===== src/rtl/lfsr_sweep_ctrl.sv =====
// Sweep controller for a multi-width LFSR: steps lfsr_mode from mode_first to mode_last, run_len cycles per mode.
// Define LFSR_SWEEP_CAPTURE_EN to build the snap_valid/snap_mode/snap_data end-of-mode capture outputs.
module lfsr_sweep_ctrl #(
  parameter int CNT_W = 8
) (
  input  logic             clk,
  input  logic             rst_n,
  input  logic             go,
  input  logic             abort,
  input  logic             hold,
  input  logic [CNT_W-1:0] run_len,
  input  logic [1:0]       mode_first,
  input  logic [1:0]       mode_last,
  input  logic [10:0]      lfsr_out_i,
  output logic             lfsr_start,
  output logic             lfsr_stop,
  output logic [1:0]       lfsr_mode,
  output logic             busy,
  output logic             done,
  output logic [CNT_W-1:0] cur_cnt
`ifdef LFSR_SWEEP_CAPTURE_EN
  ,
  output logic             snap_valid,
  output logic [1:0]       snap_mode,
  output logic [10:0]      snap_data
`endif
);

  typedef enum logic [2:0] {
    ST_IDLE  = 3'd0,
    ST_START = 3'd1,
    ST_RUN   = 3'd2,
    ST_PAUSE = 3'd3,
    ST_DONE  = 3'd4
  } state_t;

  localparam logic [CNT_W-1:0] CNT_ZERO = {CNT_W{1'b0}};
  localparam logic [CNT_W-1:0] CNT_ONE  = {{(CNT_W-1){1'b0}}, 1'b1};

  state_t           state_r, state_s;
  logic             start_r, start_s;
  logic             stop_r, stop_s;
  logic [1:0]       mode_r, mode_s;
  logic             busy_r, busy_s;
  logic             done_r, done_s;
  logic [CNT_W-1:0] cnt_r, cnt_s;
  logic [CNT_W-1:0] run_len_r, run_len_s;
  logic [1:0]       last_r, last_s;
  logic [CNT_W-1:0] reload_s;
  logic             tc_s;
  logic             abortable_s;

  // run_len of zero wraps to all-ones, giving 2^CNT_W cycles per mode
  assign reload_s    = run_len_r - CNT_ONE;
  assign abortable_s = (state_r == ST_START) || (state_r == ST_RUN) || (state_r == ST_PAUSE);

  // State register
  always_ff @(posedge clk or negedge rst_n) begin
    if (!rst_n) begin
      state_r <= ST_IDLE;
    end else begin
      state_r <= state_s;
    end
  end

  // Next-state logic: abort beats hold, hold beats terminal count
  always_comb begin
    state_s = state_r;
    case (state_r)
      ST_IDLE:  if (go) state_s = ST_START; else state_s = ST_IDLE;
      ST_START: if (abort) state_s = ST_IDLE; else state_s = ST_RUN;
      ST_RUN: begin
        if (abort)                                       state_s = ST_IDLE;
        else if (hold)                                   state_s = ST_PAUSE;
        else if ((cnt_r == CNT_ZERO) && (mode_r == last_r)) state_s = ST_DONE;
        else                                             state_s = ST_RUN;
      end
      ST_PAUSE: begin
        if (abort)     state_s = ST_IDLE;
        else if (hold) state_s = ST_PAUSE;
        else           state_s = ST_RUN;
      end
      ST_DONE:  state_s = ST_IDLE;
      default:  state_s = ST_IDLE;
    endcase
  end

  // Output and datapath next values, registered below
  always_comb begin
    start_s   = (state_s == ST_START);
    done_s    = (state_s == ST_DONE);
    busy_s    = (state_s != ST_IDLE);
    stop_s    = (state_s == ST_PAUSE) || (abort && abortable_s);
    mode_s    = mode_r;
    cnt_s     = cnt_r;
    run_len_s = run_len_r;
    last_s    = last_r;
    tc_s      = 1'b0;
    case (state_r)
      ST_IDLE: begin
        if (go) begin
          run_len_s = run_len;
          last_s    = mode_last;
          mode_s    = mode_first;
        end else begin
          run_len_s = run_len_r;
        end
      end
      ST_START: begin
        if (abort) cnt_s = cnt_r; else cnt_s = reload_s;
      end
      ST_RUN: begin
        if (abort || hold) begin
          cnt_s = cnt_r;
        end else if (cnt_r == CNT_ZERO) begin
          tc_s = 1'b1;
          // mode advance keeps the LFSR running; no new start pulse
          if (mode_r != last_r) begin
            mode_s = mode_r + 2'd1;
            cnt_s  = reload_s;
          end else begin
            cnt_s = cnt_r;
          end
        end else begin
          cnt_s = cnt_r - CNT_ONE;
        end
      end
      default: cnt_s = cnt_r;
    endcase
  end

  // Output and configuration registers
  always_ff @(posedge clk or negedge rst_n) begin
    if (!rst_n) begin
      start_r   <= 1'b0;
      stop_r    <= 1'b0;
      mode_r    <= 2'b00;
      busy_r    <= 1'b0;
      done_r    <= 1'b0;
      cnt_r     <= CNT_ZERO;
      run_len_r <= CNT_ZERO;
      last_r    <= 2'b00;
    end else begin
      start_r   <= start_s;
      stop_r    <= stop_s;
      mode_r    <= mode_s;
      busy_r    <= busy_s;
      done_r    <= done_s;
      cnt_r     <= cnt_s;
      run_len_r <= run_len_s;
      last_r    <= last_s;
    end
  end

  assign lfsr_start = start_r;
  assign lfsr_stop  = stop_r;
  assign lfsr_mode  = mode_r;
  assign busy       = busy_r;
  assign done       = done_r;
  assign cur_cnt    = cnt_r;

`ifdef LFSR_SWEEP_CAPTURE_EN
  logic        snap_valid_r;
  logic [1:0]  snap_mode_r;
  logic [10:0] snap_data_r;

  // Capture the LFSR value at each consumed terminal count
  always_ff @(posedge clk or negedge rst_n) begin
    if (!rst_n) begin
      snap_valid_r <= 1'b0;
      snap_mode_r  <= 2'b00;
      snap_data_r  <= 11'd0;
    end else begin
      snap_valid_r <= tc_s;
      if (tc_s) begin
        snap_mode_r <= mode_r;
        snap_data_r <= lfsr_out_i;
      end else begin
        snap_mode_r <= snap_mode_r;
        snap_data_r <= snap_data_r;
      end
    end
  end

  assign snap_valid = snap_valid_r;
  assign snap_mode  = snap_mode_r;
  assign snap_data  = snap_data_r;
`else
  logic unused_s;
  assign unused_s = ^{lfsr_out_i, tc_s};
`endif

endmodule


===== config.mk =====
export PLATFORM = sky130hd
export DESIGN_NAME = lfsr_sweep_ctrl
export DESIGN_NICKNAME = d
export VERILOG_FILES = /design/src/rtl/lfsr_sweep_ctrl.sv
export SDC_FILE = /design/constraint.sdc
export NUM_CORES = 1
export LEC_CHECK = 0
export CORE_AREA = 4 4 59 61
export DETAILED_ROUTE_END_ITERATION = 6
export DIE_AREA = 0 0 63 65
export GPL_ROUTABILITY_DRIVEN = 0
export PLACE_DENSITY = 0.92
export SLEW_MARGIN = 30
export SYNTH_ARGS = -nofsm -noshare
export SYNTH_HDL_FRONTEND = slang
export SYNTH_SLANG_ARGS = --single-unit

===== constraint.sdc =====
create_clock -name clk -period 4.8 [get_ports clk]
set_input_delay 0.96 -clock clk [delete_from_list [all_inputs] [get_ports clk]]
set_output_delay 0.96 -clock clk [all_outputs]
set_load 0.005 [all_outputs]

======== After elaboration in Yosys (flattened, before gate mapping) ========
Index checks and enable logic that the tools add are counted.
word-level totals
  flip-flop bits (word level) ............. 27
  output and inout bits ................... 14
  input bits .............................. 28
cells by class
  muxes and demuxes ....................... 18
  add/subtract/negate cells ............... 3
  reduce and logical (&&, ||, !) cells .... 14
  eq/ne operators ......................... 14
operators with widths
  cell                 count
  $mux 8               4
  $pmux 8 s2           1
  $sub 8x1->8 const B  2
  $mux 2               6
  $pmux 3 s4           1
  $eq 3x2->1 const B   3
  $mux 3               3
  $logic_not 8->1      1
  $eq 3x1->1 const B   2
  $ne 2x2->1 const B   3
  $reduce_and 5->1     1
  $logic_or 1x1->1     4
  $ne 2x1->1 const B   2
  $pmux 2 s2           1
  $reduce_and 4->1     1
  $reduce_bool 2->1    2
  $eq 3x3->1 const B   1
  $logic_not 3->1      1
  $ne 3x2->1 const B   1
  $reduce_bool 3->1    1
  $add 2x1->2 const B  1
  $eq 2x2->1           1
  $logic_and 1x1->1    2
  $mux 1               2
  other kinds (2)      2

======== Longest topological paths before layout ========
Gate-level depths: netlist (run 1).
  depth in word-level cells ............... 8
  mapped depth ............................ 8
  mapped depth without buffers ............ 7

======== Worst setup path before layout (run 1) ========
No wires, ideal clock.
  path kind ............................... input port to flip-flop
  start point ............................. input port go
  end point ............................... register last_r[1]
  cell stages on the path ................. 3
  arrival time ............................ 2.131 ns
  library setup time ...................... 0.125 ns
  setup slack ............................. 2.544 ns
  cell sequence ........................... nor4b_2 buf_2 mux2_2
on the way
  longest elaborated chain between the ends .. 1
RTL lines
  element                     RTL line  RTL
  start: declaration          8         input logic go,
  $reduce_and 2->1 (no line)  --
  end signal: assignment      151       last_r <= last_s;
  end: declaration            48        logic [1:0] last_r, last_s;
No other way between the ends.
A chain may end at the register's enable or synchronous reset.

======== Worst setup path after layout (run 1) ========
  start point ............................. input port hold
  end point ............................... register cnt_r[3], in the netlist cur_cnt[3]
on the way
  longest elaborated chain between the ends .. 3
RTL lines
  element                     RTL line  RTL
  start: declaration          10        input logic hold,
  $logic_or 1x1->1            113       if (abort || hold) begin
  $ne 2x2->1 (no line)        --
  $reduce_and 4->1 (no line)  --
  end signal: assignment      149       cnt_r <= cnt_s;
  end: declaration            46        logic [CNT_W-1:0] cnt_r, cnt_s;
No other way between the ends.

==> impl_metrics.json, run 1 <==
{
  "status": "complete, no violations",
  "overflow": 0,
  "final_core_util": 0.615,
  "die_w_um": 63,
  "cts_buffers": 3,
  "placed_area_mm2": 0.00180,
  "reg2reg_setup_slack_ns": 2.64,
  "min-delay-path-class": "register to register",
  "slew_viol_final": 0,
  "power_w": 0.000828,
  "slew_headroom": 0.512,
  "max_freq_mhz": 415,
  "rows": 20,
  "clk_pin_slew_worst_paths_ns": 0.15,
  "synth-async-reset-ratio": 1.00,
  "final_cell_mix": "clkdlybuf4s50_1 (30), dfrtp_1 (27), nand2_1 (15)",
  "ant_nets": 0,
  "port_buffers": 30,
  "drc": 0,
  "avgViaCountPerCell": 5.88,
  "syn_area_per_cell_um2": 10.2,
  "p_per_area_mw_per_mm2": 452,
  "crit_path_end_kind": "register",
  "required_ns": 5.04,
  "cts.hold.buffers_added": 0,
  "post_cts_resized": 0,
  "period_share": 0.501,
  "yosys_warnings": 0,
  "rsz0062_at_grt": "no",
  "clk_latency_ns": 0.33,
  "fin_skew_ns": 0.00985,
  "grt_use_total": 0.166,
  "layout-drive-gt1-share": 0.131,
  "grt_pass1_vias": 1212,
  "initial_core_util": 0.489,
  "cts_tree": "done",
  "grt_max_degree": 28,
  "clk_path_buf_depth": 2,
  "via_count": 1228,
  "arrival_ns": 2.65,
  "synth_edf_count": 0,
  "setup_viol": 0,
  "synth_seq_cells": 27,
  "ir_drop_uv": 135,
  "clock_sinks": 27,
  "cts_setup_buffers": 0,
  "final-hold-violation-count": 0,
  "dr.first_iter.drc_count": 82,
  "final_common_cell": "clkdlybuf4s50_1",
  "ios": 42,
  "core_mm2": 0.00298,
  "period_minus_slack_ns": 2.41,
  "design_area_mm2": 0.00183,
  "worstMarginPinSlew_ns": 0.727,
  "cp-start-kind": "input port",
  "cts_max_level": 1,
  "leakagePower_nw": 0.735,
  "crit_type": "input port to register",
  "area.growth.synth_to_final_pct": 25.7,
  "die_h_um": 65,
  "synth_ff_type": "dfrtp_1",
  "crit_path_max_fanout": 12,
  "die_area_mm2": 0.00410,
  "dp_hpwl_um": 2420,
  "wl_per_cell_um": 15.3,
  "grt_pass1_wl_um": 5440,
  "grt_antenna_before_repair": 0,
  "syn_nets": 174,
  "finalSetupTns_ns": 0,
  "root_buffer": "clkbuf_4",
  "antenna_cells": 0,
  "maxCapViolations": 0,
  "synth_cells": 143,
  "yosysUniqueCellTypes": 40,
  "netlist_area_mm2": 0.00146,
  "drt-total-wl_um": 3200,
  "drtPass1Iterations": 4,
  "yosysSeqAreaShare": 0.464,
  "nNetsFinal": 208
}
==> power breakdown <==
| group | switching [W] | internal [W] |
|---|---|---|
| Combinational | 0.000158 | 0.000193 |
| Sequential | 0.0000840 | 0.000293 |
| Clock | 0.0000677 | 0.0000313 |
==> per-layer routing <==
metal,global-route usage,share of wire,vias up
li1,-,-,580
met1,0.202,0.42,570
met2,0.278,0.48,63
met3,0.0191,0.056,15
met4,0.113,0.040,0
met5,0,0,-
==> cell type report <==
class	count	area [um^2]
repair buffers	32	315
flip-flops and latches	27	676
inverters	6	22.5
multi-input cells	107	748
clock buffers	3	22.5
well taps	33	41.3
fillers	235	1150
clock inverters	1	5.00
==> path summary, 6_finish.rpt <==
check,from,to,depth (start not counted)
setup / recovery,hold,cur_cnt[3],6
min in group asynchronous,rst_n,cur_cnt[6],2
setup reg to reg,cur_cnt[0],busy,7
hold reg to reg,state_r[2],lfsr_stop,1
hold / removal,state_r[2],lfsr_stop,1
max in group asynchronous,rst_n,last_r[1],2
==> flip-flops by register name, indices dropped and copies added, names as in the netlist <==
name / count
run_len_r: 8
last_r: 2
busy: 1
lfsr_start: 1
cur_cnt: 8
done: 1
state_r: 3
lfsr_stop: 1
lfsr_mode: 2
==> synth_stat cells (2+ instances only) <==
cell | instances | area share
dfrtp_1 | 27 | 0.46
nand2_1 | 15 | 0.039
o21ai_0 | 13 | 0.045
nor2_1 | 10 | 0.026
mux2_2 | 8 | 0.062
a21oi_1 | 7 | 0.024
inv_1 | 6 | 0.015
nand3_1 | 5 | 0.017
nor3b_1 | 5 | 0.026
xnor2_1 | 4 | 0.024
xor2_1 | 4 | 0.024
ha_1 | 3 | 0.026
nor3_1 | 3 | 0.010
buf_2 | 2 | 0.0069
mux2i_1 | 2 | 0.014
nand2b_1 | 2 | 0.0086
nand4_1 | 2 | 0.0086
nor4_1 | 2 | 0.0086
o211ai_1 | 2 | 0.010
==> logic make-up after synthesis <==
kind of cell               Yosys count  synth area share
AOI/OAI and AO/OA                   34             0.150
xor gates and xnor gates             8            0.0481
adders and majority gates            3            0.0258
buffers and inverters                9            0.0249
DFF                                 27             0.464
muxes                               10            0.0756
and+or+nand+nor                     52             0.211
==> stage by stage <==
stage / worst slack (ns) / cells / hold slack [ns]
2_1_floorplan: 2.54 / 143 / 0.473
3_3_place_gp: 2.17 / 205 / 0.494
3_5_place_dp: 2.06 / 205 / 0.515
4_1_cts: 2.42 / 209 / 0.533
5_1_grt: 2.28 / 209 / 0.565
6_report: 2.39 / 209 / 0.544
==> worst max-delay path, cell delays in order <==
cell             delay (ns)
clkdlybuf4s50_1        0.52
nor3b_1                0.25
o21ai_0                0.15
o21ba_2                0.38
o21ai_0                0.13
a22o_1                 0.26
(Power assumes the default switching activity.)
==> run 2, diff against run 1 <==
- CORE_AREA: 4 4 59 61 -> 4 4 64 66
- DIE_AREA: 0 0 63 65 -> 0 0 68 70
- PLACE_DENSITY: 0.92 -> 0.84
- clock period: 4.8 -> 2.2 ns (I/O delays scaled with it)
==> run 2 against run 1 <==
Critical path depth fell by 1. First-iteration DRC count is 51% lower. Hold slack got worse by 0.090 ns. Sequential share of layout area shrank 1.0 points. Die area grew 16%. Wire length is 7.9% lower. Sequential power rose by 120%. Clock skew down 0.0020 ns. Flip-flop and latch count stayed put. Clock-buffer cell count unchanged. Via count shrank 2.7%. Global-route usage fell by 3.2 points. Largest cell class unchanged. Highest routed layer unchanged.
==> impl_metrics.json, run 2 (synthesis results as in run 1) <==
{
  "max_freq_mhz": 496,
  "via_count": 1195,
  "status": "complete, no violations",
  "cp-start-kind": "register",
  "overflow": 0,
  "grt_pass1_vias": 1145,
  "finalSetupTns_ns": 0,
  "drc": 0,
  "p_per_area_mw_per_mm2": 956,
  "nNetsFinal": 213,
  "layout-drive-gt1-share": 0.149,
  "grt_use_total": 0.134,
  "critPathMaxStageDelay_ns": 0.53,
  "maxCapViolations": 0,
  "dr.first_iter.drc_count": 40,
  "clk_path_buf_depth": 2,
  "drt-total-wl_um": 2950,
  "period_minus_slack_ns": 2.02,
  "slew_viol_final": 0,
  "final_core_util": 0.526,
  "wl_per_cell_um": 12.9,
  "arrival_ns": 2.24,
  "die_area_mm2": 0.00476,
  "setup_viol": 0,
  "initial_core_util": 0.407,
  "whs_ns": 0.453,
  "grt_pass1_wl_um": 4950,
  "ir_drop_uv": 383,
  "cts_buffers": 3,
  "crit_family": "simple AND/OR/NAND/NOR gates",
  "area.growth.synth_to_final_pct": 29.3,
  "root_buffer": "clkbuf_4",
  "multi_input_area_um2": 744,
  "drtPass1Iterations": 4,
  "worstMarginPinSlew_ns": 0.595,
  "rows": 22,
  "clk_latency_ns": 0.33,
  "antenna_cells": 0,
  "fillers": 338,
  "crit_path_cell_trace": "or3b_1, nand4bb_4, or4b_4, o21ai_0, o311ai_1",
  "die_h_um": 70,
  "ios": 42,
  "post_cts_resized": 0,
  "min-delay-path-class": "input port to async pin",
  "cts.hold.buffers_added": 0,
  "rsz0062_at_grt": "no",
  "final-hold-violation-count": 0,
  "slowest_stage": "or4b_4",
  "clk_pin_slew_worst_paths_ns": 0.15,
  "ant_nets": 0,
  "crit_path_end_kind": "register",
  "clock_sinks": 27,
  "period_share": 0.917,
  "die_w_um": 68,
  "final_common_cell": "clkdlybuf4s50_1",
  "fin_skew_ns": 0.00781,
  "required_ns": 2.42,
  "grt_max_degree": 28,
  "crit_type": "register to register",
  "grt_antenna_before_repair": 0,
  "final_cell_mix": "clkdlybuf4s50_1 (30), dfrtp_1 (27), nand2_1 (15)",
  "slew_headroom": 0.600,
  "core_mm2": 0.00358,
  "cts_tree": "done",
  "cts_max_level": 1,
  "leakagePower_nw": 0.761,
  "port_buffers": 30,
  "crit_path_max_fanout": 8,
  "layout.area.seq_um2": 676,
  "dp_hpwl_um": 2270,
  "crit_buf_inv": 0,
  "cts_setup_buffers": 0,
  "avgViaCountPerCell": 5.22
}
==> run 2: cell count changes in the layout (fill, tap and decap cells not counted) <==
cell     change
a21oi_1      +1
a21oi_2      -1
buf_4        +5
==> run 2: routing by layer <==
| metal | up-vias | wire length (um) | part of all wire | track usage |
|---|---|---|---|---|
| met5 | - | 0 | 0 | 0 |
| met4 | 0 | 64 | 0.022 | 0.0596 |
| met3 | 6 | 117 | 0.040 | 0.0305 |
| met2 | 35 | 1400 | 0.48 | 0.215 |
| met1 | 559 | 1360 | 0.46 | 0.169 |
| li1 | 595 | - | - | - |
==> run 2: final cells by class <==
cell class / instances / area share
Clock buffer: 3 / 0.0120
Inverter: 6 / 0.0120
Tap cell: 48 / 0.0319
Clock inverter: 1 / 0.00266
Sequential cell: 27 / 0.359
Timing Repair Buffer: 37 / 0.187
Multi-Input combinational cell: 107 / 0.395
==> run 2: stage by stage <==
step           instances  setup WS, ns  power [W]  cell area [um^2]
2_1_floorplan        143         0.308    0.00124              1460
3_3_place_gp         225         0.155    0.00157              1860
3_5_place_dp         225         0.128    0.00160              1860
4_1_cts              229         0.199    0.00182              1880
5_1_grt              229        0.0972    0.00194              1880
6_report             229         0.182    0.00180              1880
==> run 2: final timing paths <==
path,slack (ns),cells after the start,to,start
max,0.18,5,lfsr_mode[1],state_r[1]
min,0.45,2,lfsr_stop,rst_n
max reg2reg,0.18,5,lfsr_mode[1],state_r[1]
min reg2reg,0.53,1,lfsr_stop,state_r[2]
max in group asynchronous,1.48,2,run_len_r[0],rst_n
min in group clk,0.53,1,lfsr_stop,state_r[2]
==> run 2: power breakdown <==
group	internal (W)	total [W]	switching, W
registers	0.000640	0.000815	0.000175
logic	0.000437	0.000771	0.000334
clock network	0.0000683	0.000215	0.000147
total	0.00114	0.00180	0.000655
==> run 3, diff against run 2 <==
- ABC_CLOCK_PERIOD_IN_PS: not set -> 2200
==> results of run 3 <==
No change in the layout: final DEF, timing and power equal those of run 2.
